[src/rtl/rxframer2.sv]
// Receive byte-to-word framer: checks/strips preamble+SFD, packs bytes big-endian into 32-bit words.
// Optional build macro RXFRAMER2_RUNT_CHECK_EN flags frames shorter than 64 bytes as bad.
module rxframer2 #(
  parameter int unsigned MAXBYTES = 1522
) (
  input  logic        clock,
  input  logic        reset,
  input  logic        rxdv,
  input  logic [7:0]  rxd,
  input  logic        rxer,
  output logic        validout,
  output logic        sofout,
  output logic        eofout,
  output logic [31:0] dataout,
  output logic [1:0]  lastbytes,
  output logic        frameerr,
  output logic [15:0] framecount
);

  localparam logic [1:0] IDLE     = 2'd0;
  localparam logic [1:0] PREAMBLE = 2'd1;
  localparam logic [1:0] DATA     = 2'd2;
  localparam logic [1:0] DROP     = 2'd3;

  logic [1:0]  state, state_d;
  logic [2:0]  precnt, precnt_d;
  logic [10:0] bytecnt, bytecnt_d, newcnt;
  logic [23:0] acc, acc_d;
  logic [31:0] pendword, pendword_d;
  logic        pending, pending_d;
  logic        sofdone, sofdone_d;
  logic        runt;

  logic        validout_d, sofout_d, eofout_d, frameerr_d;
  logic [31:0] dataout_d;
  logic [1:0]  lastbytes_d;
  logic [15:0] framecount_d;

`ifdef RXFRAMER2_RUNT_CHECK_EN
  assign runt = (bytecnt < 11'd64);
`else
  assign runt = 1'b0;
`endif

  assign newcnt = bytecnt + 11'd1;

  always_comb begin
    state_d      = state;
    precnt_d     = precnt;
    bytecnt_d    = bytecnt;
    acc_d        = acc;
    pendword_d   = pendword;
    pending_d    = pending;
    sofdone_d    = sofdone;
    validout_d   = 1'b0;
    sofout_d     = 1'b0;
    eofout_d     = 1'b0;
    frameerr_d   = 1'b0;
    dataout_d    = 32'd0;
    lastbytes_d  = 2'd0;
    framecount_d = framecount;

    unique case (state)
      IDLE: begin
        if (rxdv) begin
          if (rxd == 8'h55) begin
            state_d  = PREAMBLE;
            precnt_d = 3'd1;
          end else begin
            state_d = DROP;
          end
        end
      end

      PREAMBLE: begin
        if (!rxdv) begin
          state_d = IDLE;
        end else if (rxd == 8'h55) begin
          if (precnt == 3'd7) state_d = DROP;
          else precnt_d = precnt + 3'd1;
        end else if (rxd == 8'hD5) begin
          state_d   = DATA;
          bytecnt_d = 11'd0;
          pending_d = 1'b0;
          sofdone_d = 1'b0;
        end else begin
          state_d = DROP;
        end
      end

      DATA: begin
        if (rxdv && (rxer || (32'(newcnt) == MAXBYTES + 32'd1))) begin
          // Error end: a terminating word is only meaningful if the frame was already opened.
          state_d = DROP;
          if (sofdone) begin
            validout_d = 1'b1;
            eofout_d   = 1'b1;
            frameerr_d = 1'b1;
          end
        end else if (rxdv) begin
          bytecnt_d = newcnt;
          acc_d     = {acc[15:0], rxd};
          pending_d = 1'b0;
          if (pending) begin
            validout_d = 1'b1;
            sofout_d   = !sofdone;
            sofdone_d  = 1'b1;
            dataout_d  = pendword;
          end
          if (bytecnt[1:0] == 2'd3) begin
            pendword_d = {acc, rxd};
            pending_d  = 1'b1;
          end
        end else begin
          state_d = IDLE;
          if (bytecnt != 11'd0) begin
            validout_d  = 1'b1;
            eofout_d    = 1'b1;
            sofout_d    = !sofdone;
            lastbytes_d = bytecnt[1:0];
            frameerr_d  = runt;
            unique case (bytecnt[1:0])
              2'd1:    dataout_d = {acc[7:0], 24'd0};
              2'd2:    dataout_d = {acc[15:0], 16'd0};
              2'd3:    dataout_d = {acc[23:0], 8'd0};
              default: dataout_d = pendword;
            endcase
            if (!runt) framecount_d = framecount + 16'd1;
          end
        end
      end

      default: begin
        if (!rxdv) state_d = IDLE;
      end
    endcase
  end

  always_ff @(posedge clock or posedge reset) begin
    if (reset) begin
      state      <= IDLE;
      precnt     <= 3'd0;
      bytecnt    <= 11'd0;
      acc        <= 24'd0;
      pendword   <= 32'd0;
      pending    <= 1'b0;
      sofdone    <= 1'b0;
      validout   <= 1'b0;
      sofout     <= 1'b0;
      eofout     <= 1'b0;
      frameerr   <= 1'b0;
      dataout    <= 32'd0;
      lastbytes  <= 2'd0;
      framecount <= 16'd0;
    end else begin
      state      <= state_d;
      precnt     <= precnt_d;
      bytecnt    <= bytecnt_d;
      acc        <= acc_d;
      pendword   <= pendword_d;
      pending    <= pending_d;
      sofdone    <= sofdone_d;
      validout   <= validout_d;
      sofout     <= sofout_d;
      eofout     <= eofout_d;
      frameerr   <= frameerr_d;
      dataout    <= dataout_d;
      lastbytes  <= lastbytes_d;
      framecount <= framecount_d;
    end
  end

endmodule

[config.mk]
export PLATFORM = sky130hd
export DESIGN_NAME = rxframer2
export DESIGN_NICKNAME = d
export VERILOG_FILES = /design/src/rtl/rxframer2.sv
export SDC_FILE = /design/constraint.sdc
export NUM_CORES = 1
export LEC_CHECK = 0
export BUFFER_PORTS_ARGS = -buffer_cell sky130_fd_sc_hd__buf_2
export CORE_MARGIN = 1
export CORE_UTILIZATION = 62
export DETAILED_ROUTE_END_ITERATION = 10
export MAX_ROUTING_LAYER = met4
export PLACE_DENSITY = 0.84
export SYNTH_ARGS = -nofsm -noshare
export SYNTH_HDL_FRONTEND = slang
export SYNTH_SLANG_ARGS = --single-unit
[constraint.sdc]
create_clock -name clock -period 10.5 [get_ports clock]
set_input_delay 2.625 -clock clock [delete_from_list [all_inputs] [get_ports clock]]
set_output_delay 2.625 -clock clock [all_outputs]
set_load 0.1 [all_outputs]
==> run_results.csv <==
group,metric,value,unit
clocking,clk_latency,520,ps
detailed_routing,routedWlPerCell,20.3,um
timing,clock_skew,10.2,ps
layout,final-instance-count-excl-fill,642,
floorplanning,die_h,97.2,um
grt,busiest_layer,"met2",
clocking,htree_levels,4,
yosys,synthXorXnorAreaFrac,2.63,%
critical_path,crit_type,"in -> reg",
critical_path,max_stage_delay,700,ps
placed_design,port-buffer-count,65,
grt,overflow,0,
placed_design,dp_hpwl,7500,um
layout,final_nets,541,
detailed_routing,vias,4095,
job,cap_violations,0,
outcome,outcome,"complete, no violations",
critical_path,cp_max_fo,5,
pwr,peakVddDrop,0.124,mV
grt,grt_pass1_wl,21100,um
layout,layout-drive-gt1-share,26.2,%
floorplanning,coreArea,8760,um^2
yosys,synth.most_common_cell,"dfrtp_1",
timing,tns,0,ps
critical_path,critPathRequiredTime,10900,ps
yosys,synth_top_area_share,57.1,%
yosys,yosys_warnings,0,
yosys,yosys-top-cells-count,"dfrtp_1, nor2_1, nand2_1",
min_path,hp-class,"reg -> reg",
yosys,synthSimpleGateAreaFrac,11.4,%
detailed_routing,drc,0,
clocking,clkSlewWorstSetupHoldPaths,60,ps
clocking,holdBufCountCts,0,
timing,rsz0062_at_grt,"false",
pwr,power_leakage,3.19,nW
timing,period_minus_slack,4230,ps
pwr,p_per_area,234,nW/um^2
layout,area_growth,16.6,%
yosys,synth_top_family_by_area,"multiplexers",
floorplanning,die_w,97.2,um
timing,fmax,237,MHz
detailed_routing,totalWireLength,13000,um
clocking,cts_buffers,17,
grt,grt_util_all_layers,29.9,%
timing,slew_viol_final,0,
critical_path,crit_slowest_cell,"a2111oi_0",
critical_path,crit_buf_inv,1,
detailed_routing,firstDrtPassIters,7,
grt,met3_usage,7.48,%
timing,fin_hold_ws,470,ps
timing,finalHoldViolCount,0,
timing,worst_pin_slew,1100,ps
clocking,cts_resized,0,
critical_path,crit_arrival,4630,ps
layout,antenna_cells,0,
yosys,synth_edf_count,0,
placed_design,gp_congestion,0.879,
yosys,yosys-top-cells-area,"dfrtp_1, mux2_1, mux2_4",
timing,setup_viol,0,
timing,relSlewSlack,26.9,%
grt,use_met1,37.1,%
yosys,synth_fa_ha_area_share,1.78,%
yosys,synthFlopType,"dfrtp_1",
floorplanning,ios,66,
clocking,root_buffer,"clkbuf_8",
grt,grtUsageMet2,45.5,%
clocking,cts_sinks,128,
yosys,synth_compound_area_share,10.7,%
yosys,yosysSeqAreaShare,57.1,%
yosys,synth-seq-cells,128,
yosys,ys_types,53,
yosys,syn_area,5610,um^2
clocking,cts_tree,"yes",
timing,fin_crit_sh,40.2,%
grt,grt_max_degree,93,
yosys,synth_mux_area_share,13.2,%
yosys,synth_top_area_cell,"dfrtp_1",
clocking,post-cts-setup-buffers,0,
yosys,synthCells,458,
critical_path,cp_top_family,"simple AND/OR/NAND/NOR gates",
yosys,synth_nets,478,
grt,antenna_found_initial,0,
yosys,synth_area_per_cell,12.3,um^2
detailed_routing,drt_iter0_markers,333,
floorplanning,dieArea,9440,um^2
detailed_routing,postRouteAntennaNets,0,
clocking,clk_path_buf_depth,2,
critical_path,cp-start-kind,"primary input",
floorplanning,rows,34,
critical_path,worstPathCellList,"buf_2 -> nor4bb_1 -> nand4b_1 -> a2111oi_0 -> nand2_1 -> mux2_2",
floorplanning,initial_core_util,64.1,%
detailed_routing,via_per_inst,6.38,
yosys,async_flop_share,100,%
grt,grt_pass1_vias,4170,
placed_design,dp_cells,610,
critical_path,crit_path_end_kind,"register",
==> path summary, 6_finish.rpt <==
check	slack [ps]	from	end	cells after the start
max in group asynchronous	6930	reset	acc[2]	3
min	470	framecount[15]	framecount[15]	1
min reg2reg	470	framecount[15]	framecount[15]	1
min in group asynchronous	2120	reset	dataout[5]	2
max reg2reg	7120	bytecnt[0]	pendword[3]	7
max	6270	rxd[3]	precnt[0]	6
==> logic make-up (layout without fill, tap and decap cells) <==
family	count (synthesis)	after routing
AOI/OAI and AO/OA	77	77
xor gates and xnor gates	16	16
adders and majority gates	8	8
buffers and inverters	35	111
DFF	128	128
muxes	60	60
and+or+nand+nor	134	134
==> sequential cells by signal (all words and copies together), names as in the netlist <==
| register | count |
|---|---|
| acc | 24 |
| bytecnt | 11 |
| dataout | 32 |
| eofout | 1 |
| framecount | 16 |
| frameerr | 1 |
| lastbytes | 2 |
| pending | 1 |
| pendword | 32 |
| precnt | 3 |
| sofdone | 1 |
| sofout | 1 |
| state | 2 |
| validout | 1 |
==> layout make-up <==
type                       instances  area (um^2)
multi-input combinational        295         2240
sequential                       128         3200
inverter                          11         43.8
tap                              108          135
clock buffer                      17          414
fill                             519         2210
clock inverter                    15          161
timing repair buffer              68          348
==> per-layer routing <==
metal | wire length (um) | vias to the layer above
li1 | - | 1790
met1 | 5290 | 2043
met2 | 6440 | 228
met3 | 928 | 34
met4 | 354 | 0
met5 | 0 | -
==> cells in the final DEF (no fill, tap or decap), types with 3 or more instances in the layout <==
cell,synthesis,routed
a21oi_1,12,12
a222oi_1,16,16
a22oi_1,8,8
a31oi_1,7,7
a41oi_1,3,3
and3_1,8,8
and4_1,3,3
buf_2,3,65
buf_4,0,3
clkbuf_16,0,16
clkinv_4,0,4
clkinvlp_4,0,4
dfrtp_1,128,128
ha_1,8,8
inv_1,11,10
inv_6,0,3
mux2_1,29,29
mux2_2,11,11
mux2_4,18,18
nand2_1,34,34
nand3_1,17,17
nand4_1,3,3
nor2_1,48,48
nor2b_1,3,3
nor3_1,8,8
o211ai_1,3,3
o21ai_0,8,8
xnor2_1,14,14
==> report_power, final <==
part / leakage, nW / internal [mW] / total (mW) / switching [mW]
clock network: 0.271 / 0.340 / 0.571 / 0.231
registers: 1.71 / 0.569 / 0.657 / 0.0882
logic: 1.21 / 0.102 / 0.307 / 0.205
==> stage by stage <==
| step | area, um^2 | total power, mW | worst slack (ps) | utilization, % |
|---|---|---|---|---|
| 2_1_floorplan | 5610 | 0.884 | 4460 | - |
| 3_3_place_gp | 5970 | 0.943 | 5980 | 68.2 |
| 3_5_place_dp | 5970 | 0.959 | 5940 | 68.2 |
| 4_1_cts | 6550 | 1.54 | 6350 | 74.7 |
| 5_1_grt | 6550 | 1.59 | 6120 | 74.7 |
| 6_report | 6550 | 1.54 | 6270 | 74.7 |
No activity file was read; power rests on OpenSTA's default activity.
